<file path="config.mk">
export PLATFORM = sky130hd
export DESIGN_NAME = fetch_stage
export DESIGN_NICKNAME = d
export VERILOG_FILES = /design/src/rtl/fetch_stage.sv
export SDC_FILE = /design/constraint.sdc
export NUM_CORES = 1
export LEC_CHECK = 0
export CAP_MARGIN = 10
export CELL_PAD_IN_SITES_DETAIL_PLACEMENT = 0
export CELL_PAD_IN_SITES_GLOBAL_PLACEMENT = 1
export CORE_MARGIN = 5
export CORE_UTILIZATION = 40
export DETAILED_ROUTE_END_ITERATION = 16
export PLACE_DENSITY = 0.87
export SYNTH_ARGS = -nofsm -noshare
export SYNTH_HDL_FRONTEND = slang
export SYNTH_SLANG_ARGS = --single-unit
</file>
<file path="constraint.sdc">
create_clock -name clk -period 4.3 [get_ports clk]
set_clock_uncertainty 0.1 [all_clocks]
set_input_delay 0.43 -clock clk [delete_from_list [all_inputs] [get_ports clk]]
set_output_delay 0.43 -clock clk [all_outputs]
set_load 0.01 [all_outputs]
</file>
<file path="src/rtl/fetch_stage.sv">
// Fetch stage: single-outstanding imem port feeding a 2-entry {instr, pc+2} buffer, head shown combinationally.
// Latency >=1 cycle imem response plus one edge to the head; stall holds the head, fetch pauses when buffer+request reach 2.
module fetch_stage (
  input  logic        clk,
  input  logic        rst,
  input  logic        stall,
  input  logic        redirect,
  input  logic [15:0] redirect_pc,
  input  logic        halt,
  output logic        imem_req,
  output logic [15:0] imem_addr,
  input  logic        imem_gnt,
  input  logic        imem_valid,
  input  logic [15:0] imem_data,
  output logic [15:0] instr,
  output logic [15:0] pc_inc2,
  output logic        fetch_empty
);
  localparam logic [0:0] ST_RUN    = 1'b0;
  localparam logic [0:0] ST_HALTED = 1'b1;

  logic [0:0]  r_state;
  logic [15:0] r_pc;
  logic [1:0]  r_count;
  logic        r_outstanding;
  logic        r_discard;
  logic [15:0] r_q_instr [2];
  logic [15:0] r_q_pc    [2];

  logic w_empty;
  logic w_grant;
  logic w_accept;
  logic w_push;
  logic w_pop;
  logic w_slot;

  assign w_empty     = (r_count == 2'd0);
  assign imem_req    = rst & (r_state == ST_RUN) & ~r_outstanding & (r_count < 2'd2) & ~redirect;
  assign imem_addr   = r_pc;
  assign w_grant     = imem_req & imem_gnt;
  assign w_accept    = imem_valid & r_outstanding;
  assign w_push      = w_accept & ~r_discard & ~redirect;
  assign w_pop       = ~stall & ~w_empty & ~redirect;
  // Write slot after an optional same-edge pop: count 0/1/2 with pop 0/1 maps to this parity.
  assign w_slot      = r_count[0] ^ w_pop;

  assign instr       = w_empty ? 16'h0fff : r_q_instr[0];
  assign pc_inc2     = w_empty ? 16'h0000 : r_q_pc[0];
  assign fetch_empty = w_empty;

  always_ff @(posedge clk or negedge rst) begin
    if (!rst) begin
      r_state       <= ST_RUN;
      r_pc          <= 16'h0000;
      r_count       <= 2'd0;
      r_outstanding <= 1'b0;
      r_discard     <= 1'b0;
    end else if (redirect) begin
      r_state       <= ST_RUN;
      r_pc          <= {redirect_pc[15:1], 1'b0};
      r_count       <= 2'd0;
      // A response still in flight belongs to the old path and must be swallowed when it lands.
      r_outstanding <= r_outstanding & ~w_accept;
      r_discard     <= r_outstanding & ~w_accept;
    end else begin
      if (w_accept) begin
        r_outstanding <= 1'b0;
        r_discard     <= 1'b0;
      end else if (w_grant) begin
        r_outstanding <= 1'b1;
        r_pc          <= r_pc + 16'd2;
      end
      if ((r_state == ST_RUN) && halt) begin
        r_state <= ST_HALTED;
      end
      case ({w_push, w_pop})
        2'b10:   r_count <= r_count + 2'd1;
        2'b01:   r_count <= r_count - 2'd1;
        default: r_count <= r_count;
      endcase
    end
  end

  // pc already moved past the outstanding request, so it is exactly that request's address + 2.
  always_ff @(posedge clk) begin
    if (w_pop) begin
      r_q_instr[0] <= r_q_instr[1];
      r_q_pc[0]    <= r_q_pc[1];
    end
    if (w_push) begin
      r_q_instr[w_slot] <= imem_data;
      r_q_pc[w_slot]    <= r_pc;
    end
  end
endmodule

</file>
==> metrics.txt, run 1 <==
worst path cell trace=nor2_2, buf_4, or2_2, clkdlybuf4s50_1; gr ovfl total=0; Worst R2R Start=r_count[0]; dpl cells=442; worst slew pin tran=1030 ps; Antenna Cells=0; Worst R2R End=r_q_pc[0][3]; vias per cell=5.14; status=complete, no violations; relative slew slack=0.309; antenna violations before repair=0; Pwr Total=1580 uW; RSZ-0062 raised after global routing=no; drt wl/cell=16.4 um; CTS H-Tree Depth=3; share of cells above drive strength 1=0.109; maximum clock rate=341 MHz; Die X=105 um; nets@finish=385; CP startpoint kind=flip-flop; clock root buffer master=clkbuf_8; Arr. time, crit path=2410 ps; MaxCap Viol Count=0; # rows=34; Crit path max-delay family=buffers and inverters; asr flop ratio synth=0.244; Hold Violations, Final=0; area grow syn2layout=31.8%; final cell count without fillers=458; Static Leakage=0.00162 uW; pin count of the biggest net entering global routing=33; peak supply drop=0.138 mV; core area=8760 um^2; CTS tree=yes; register area share after synthesis=0.657; Clk pin slew, worst setup/hold paths=80 ps; post-cts sizing count=0; worst endpoint required time=3770 ps; pwr dens=332 nW/um^2; Post-synth EDFFs=62; critical path class=flip-flop to primary output; Ports=89; YS warnings=0; input/output buffers=85; drt first pass iters=4; critical path launch point=r_count[1]; main flop type after synthesis=edfxtp_1; hold_buf cts=0; WP buf/inv=2; first-pass GRT wire length=12,100 um; Final Max Tran Viols=0; most common cell after layout, fill and taps aside=clkdlybuf4s50_1; stages on the worst setup path=4; CP max-delay cell=nor2_2; Iteration-0 DRC Markers=148; drt total wl=7500 um; Initial Utilization=0.410; Die H=105 um; reg2reg path depth=5; CTS max path bufs=2; setup_tns=0 ps; final worst path period share=0.683; Yosys reg bits=82; TritonCTS buffer count=9; Synth top area share=0.518; Hold WC Path Type=primary input to asynchronous set/reset pin; syn_area_per_cell=14.0 um^2; top cell type by total area after synthesis=edfxtp_1; Setup Fix Bufs, Post-CTS=0; final setup fails=0; r2r setup slk=1660 ps; fin crit period=2940 ps; crit-path max cell delay=630 ps; Unique masters post-synth=41; DRC viols=0; die area=11,000 um^2; most frequent cells in the layout=85 x clkdlybuf4s50_1, 62 x edfxtp_1, 30 x mux2_1; CP Capture Type=primary output; routability cong.=0.702; vias in the first global route=2,415; Post-Syn Area=3600 um^2; Syn Inst Count=257; latest clock arrival within the worst-skew pair=340 ps; Synth area leaders=edfxtp_1 52%, dfrtp_1 14%, mux2_1 9.4%; DR vias=2,353; Final ANT Viol Nets=0; GRT Util Overall=0.139; clock sinks=82; CP max FO=17; CP endpoint=instr[10]; Detailed Place HPWL=5130 um
-- worst min-delay path by stage --
stage,startpoint,endpoint,slack (ps),cells after the start
5_1_grt,rst,imem_addr[13],340,2
3_3_place_gp,r_state,r_state,400,2
6_report,rst,imem_addr[12],330,2
4_1_cts,rst,r_count[1],330,2
3_5_place_dp,r_state,r_state,410,2
2_1_floorplan,rst,imem_addr[10],30,0
-- final cells by class --
cell class	instances	area, um^2
tap	108	135
clock buffer	13	139
fill	762	4020
sequential	82	2360
clock inverter	3	43.8
multi-input combinational	160	1170
timing repair buffer	89	881
inverter	3	11.3
-- state kept, by name (all words and copies together), names as in the netlist --
signal	cells
r_q_instr	32
r_q_pc	30
r_outstanding	1
imem_addr	15
r_state	1
r_count	2
r_discard	1
-- through the flow --
stage          cell area [um^2]  worst slack, ps  utilization  hold slack [ps]
5_1_grt                    4740             1170        0.541              338
2_1_floorplan              3600              419            -             34.4
4_1_cts                    4740             1290        0.541              328
3_3_place_gp               4560             1220        0.520              399
3_5_place_dp               4560             1170        0.520              409
6_report                   4740             1360        0.541              333
-- cells in the mapped netlist (all sizes together) (2+ instances only) --
cell	count
o21ai	12
nor3b	2
or2	12
o211ai	4
edfxtp	62
mux2	32
o311ai	3
dfrtp	20
nand3	5
and2	5
nand2	16
nor2	12
inv	3
nor2b	21
buf	7
mux2i	2
nand4	6
a31oi	2
xor2	2
and4	3
clkbuf	6
or3	4
a31o	2
and4bb	2
a21oi	2
-- per-layer routing --
metal	GRT usage	wire (um)	vias to the layer above
met5	0	0	-
met4	0.0658	153	0
met3	0.0382	453	13
met2	0.227	3560	76
met1	0.171	3340	1139
li1	-	-	1125
-- where the power goes --
part | internal (uW) | total (uW) | switching (uW) | leakage, uW
Combinational | 82.1 | 143 | 60.7 | 0.000727
Clock | 270 | 532 | 262 | 0.0000916
Sequential | 873 | 901 | 27.8 | 0.000803
Total | 1220 | 1580 | 350 | 0.00162
-- cells by family after synthesis --
| kind of cell | Yosys count | share of synthesized area |
|---|---|---|
| compound gates | 30 | 0.0553 |
| xor+xnor | 3 | 0.00731 |
| fa+ha+maj | 1 | 0.00348 |
| buf+inv | 16 | 0.0257 |
| flops | 82 | 0.657 |
| mux | 34 | 0.106 |
| other cells | 1 | 0.00104 |
| simple gates | 90 | 0.145 |
Note: power is estimated with default switching activity, not from simulation.
==> run 2, diff against run 1 <==
Clock period 4.3 ns to 3 ns, I/O delays scaled along.
==> metrics.txt, run 2 (same netlist as run 1, synthesis figures left out) <==
dpl ws=238 ps (-936 ps); Sequential Area=2360 um^2 (unchanged); clock root buffer master=clkbuf_8; Arr. time, crit path=1990 ps (-420 ps); CP max FO=26 (+9); Worst Hold Slack=190 ps (-143 ps); CTS max path bufs=2 (unchanged); Static Leakage=0.00163 uW (+0.67%); Fillers=773 (+1.4%); Final ANT Viol Nets=0 (unchanged); pin count of the biggest net entering global routing=32 (-3.0%); fin crit period=2390 ps; hold_buf cts=0 (unchanged); setup_tns=0 ps (unchanged); post-cts sizing count=0 (unchanged); MaxCap Viol Count=0 (unchanged); status=complete, no violations; Final Max Tran Viols=0 (unchanged); drt wl/cell=16.1 um (-1.4%); worst slew pin tran=1030 ps (-7.77 ps); latest clock arrival within the worst-skew pair=340 ps (about the same); CP startpoint kind=primary input; worst endpoint required time=2600 ps (-1170 ps); area of the multi-input gates=1170 um^2 (unchanged); # rows=34 (unchanged); routability cong.=0.692 (-1.4%); Pwr Total=2170 uW (+38%); first-pass GRT wire length=12,200 um (+0.91%); maximum clock rate=419 MHz; DRC viols=0 (unchanged); Setup Fix Bufs, Post-CTS=0 (unchanged); antenna violations before repair=0 (unchanged); clock sinks=82 (unchanged); Hold WC Path Type=primary input to asynchronous set/reset pin; Die H=105 um (unchanged); Initial Utilization=0.410 (unchanged); RSZ-0062 raised after global routing=no; die area=11,000 um^2 (unchanged); final setup fails=0 (unchanged); nets@finish=391 (+1.6%); CTS tree=yes; Ports=89 (unchanged); peak supply drop=0.180 mV (+31%); vias in the first global route=2,346 (-2.9%); final worst path period share=0.795; area grow syn2layout=32.3%; input/output buffers=85 (unchanged); Die X=105 um (unchanged); core area=8760 um^2 (unchanged); final setup margin=614 ps (-750 ps); Clk pin slew, worst setup/hold paths=80 ps (about the same); largest register by flop count=r_q_instr; most frequent cells in the layout=85 x clkdlybuf4s50_1, 62 x edfxtp_1, 30 x mux2_1; Antenna Cells=0 (unchanged); pwr dens=456 nW/um^2 (+37%); CP Capture Type=primary output; vias per cell=5.04 (-2.0%); Hold Violations, Final=0 (unchanged); Iteration-0 DRC Markers=66 (-55%); GRT Util Overall=0.138 (-0.00136); TritonCTS buffer count=9 (unchanged); gr ovfl total=0 (unchanged); most common cell after layout, fill and taps aside=clkdlybuf4s50_1; CTS H-Tree Depth=3 (unchanged); relative slew slack=0.314 (+0.00520); critical path class=primary input to primary output; drt first pass iters=4 (unchanged); fin util=0.543 (+0.00243); max FFs per register=32 (unchanged); drt total wl=7480 um (-0.36%); share of cells above drive strength 1=0.127 (+0.0182); DR vias=2,332 (-0.89%); Detailed Place HPWL=5200 um (+1.4%)
[run 2: cell count changes in the layout (fill, tap and decap cells not counted)]
cell        previous run  this run
clkinv_4               1         0
clkinvlp_4             0         3
buf_4                  4        10
bufinv_16              1         0
clkinv_1               0         2
clkbuf_1               4         0
[run 2: worst paths after layout]
path / start / end / slack (ps) / depth (start not counted)
worst max-delay path: redirect / imem_req / 610 / 5
worst min-delay path: rst / r_outstanding / 190 / 2
worst max register to register: r_outstanding / r_q_instr[0][6] / 660 / 3
worst min register to register: r_state / r_state / 430 / 2
max in group asynchronous: rst / imem_addr[10] / 2460 / 2
min in group clk: halt / r_state / 410 / 3
[run 2: power breakdown]
| part | leakage (uW) | internal [uW] | switching (uW) | total [uW] |
|---|---|---|---|---|
| clock | 0.0000722 | 289 | 385 | 673 |
| combinational | 0.000758 | 120 | 86.7 | 207 |
| sequential | 0.000803 | 1250 | 40.3 | 1290 |
[run 2: layer usage]
metal | global-route usage | routed length [um] | vias to the layer above
met4 | 0.0438 | 68 | 0
met3 | 0.0388 | 393 | 6
met1 | 0.188 | 3690 | 1127
li1 | - | - | 1139
met5 | 0 | 0 | -
met2 | 0.213 | 3330 | 60
[run 2: critical path: stages]
cell and delay (ps):
clkdlybuf4s50_1 410, buf_4 220, nor2_1 310, and2_1 180, clkdlybuf4s50_1 550
[run 2: layout make-up]
class                   count  share of cell area
flip-flops and latches     82               0.496
multi-input cells         160               0.245
repair buffers             95               0.194
well taps                 108              0.0284
clock buffers               9              0.0260
clock inverters             6             0.00736
inverters                   3             0.00237
[run 2: per-stage QoR]
stage	instances	area (um^2)
after floorplan	258	3600
after global placement	448	4600
after detailed placement	448	4600
after CTS	463	4760
after global routing	463	4760
final	463	4760
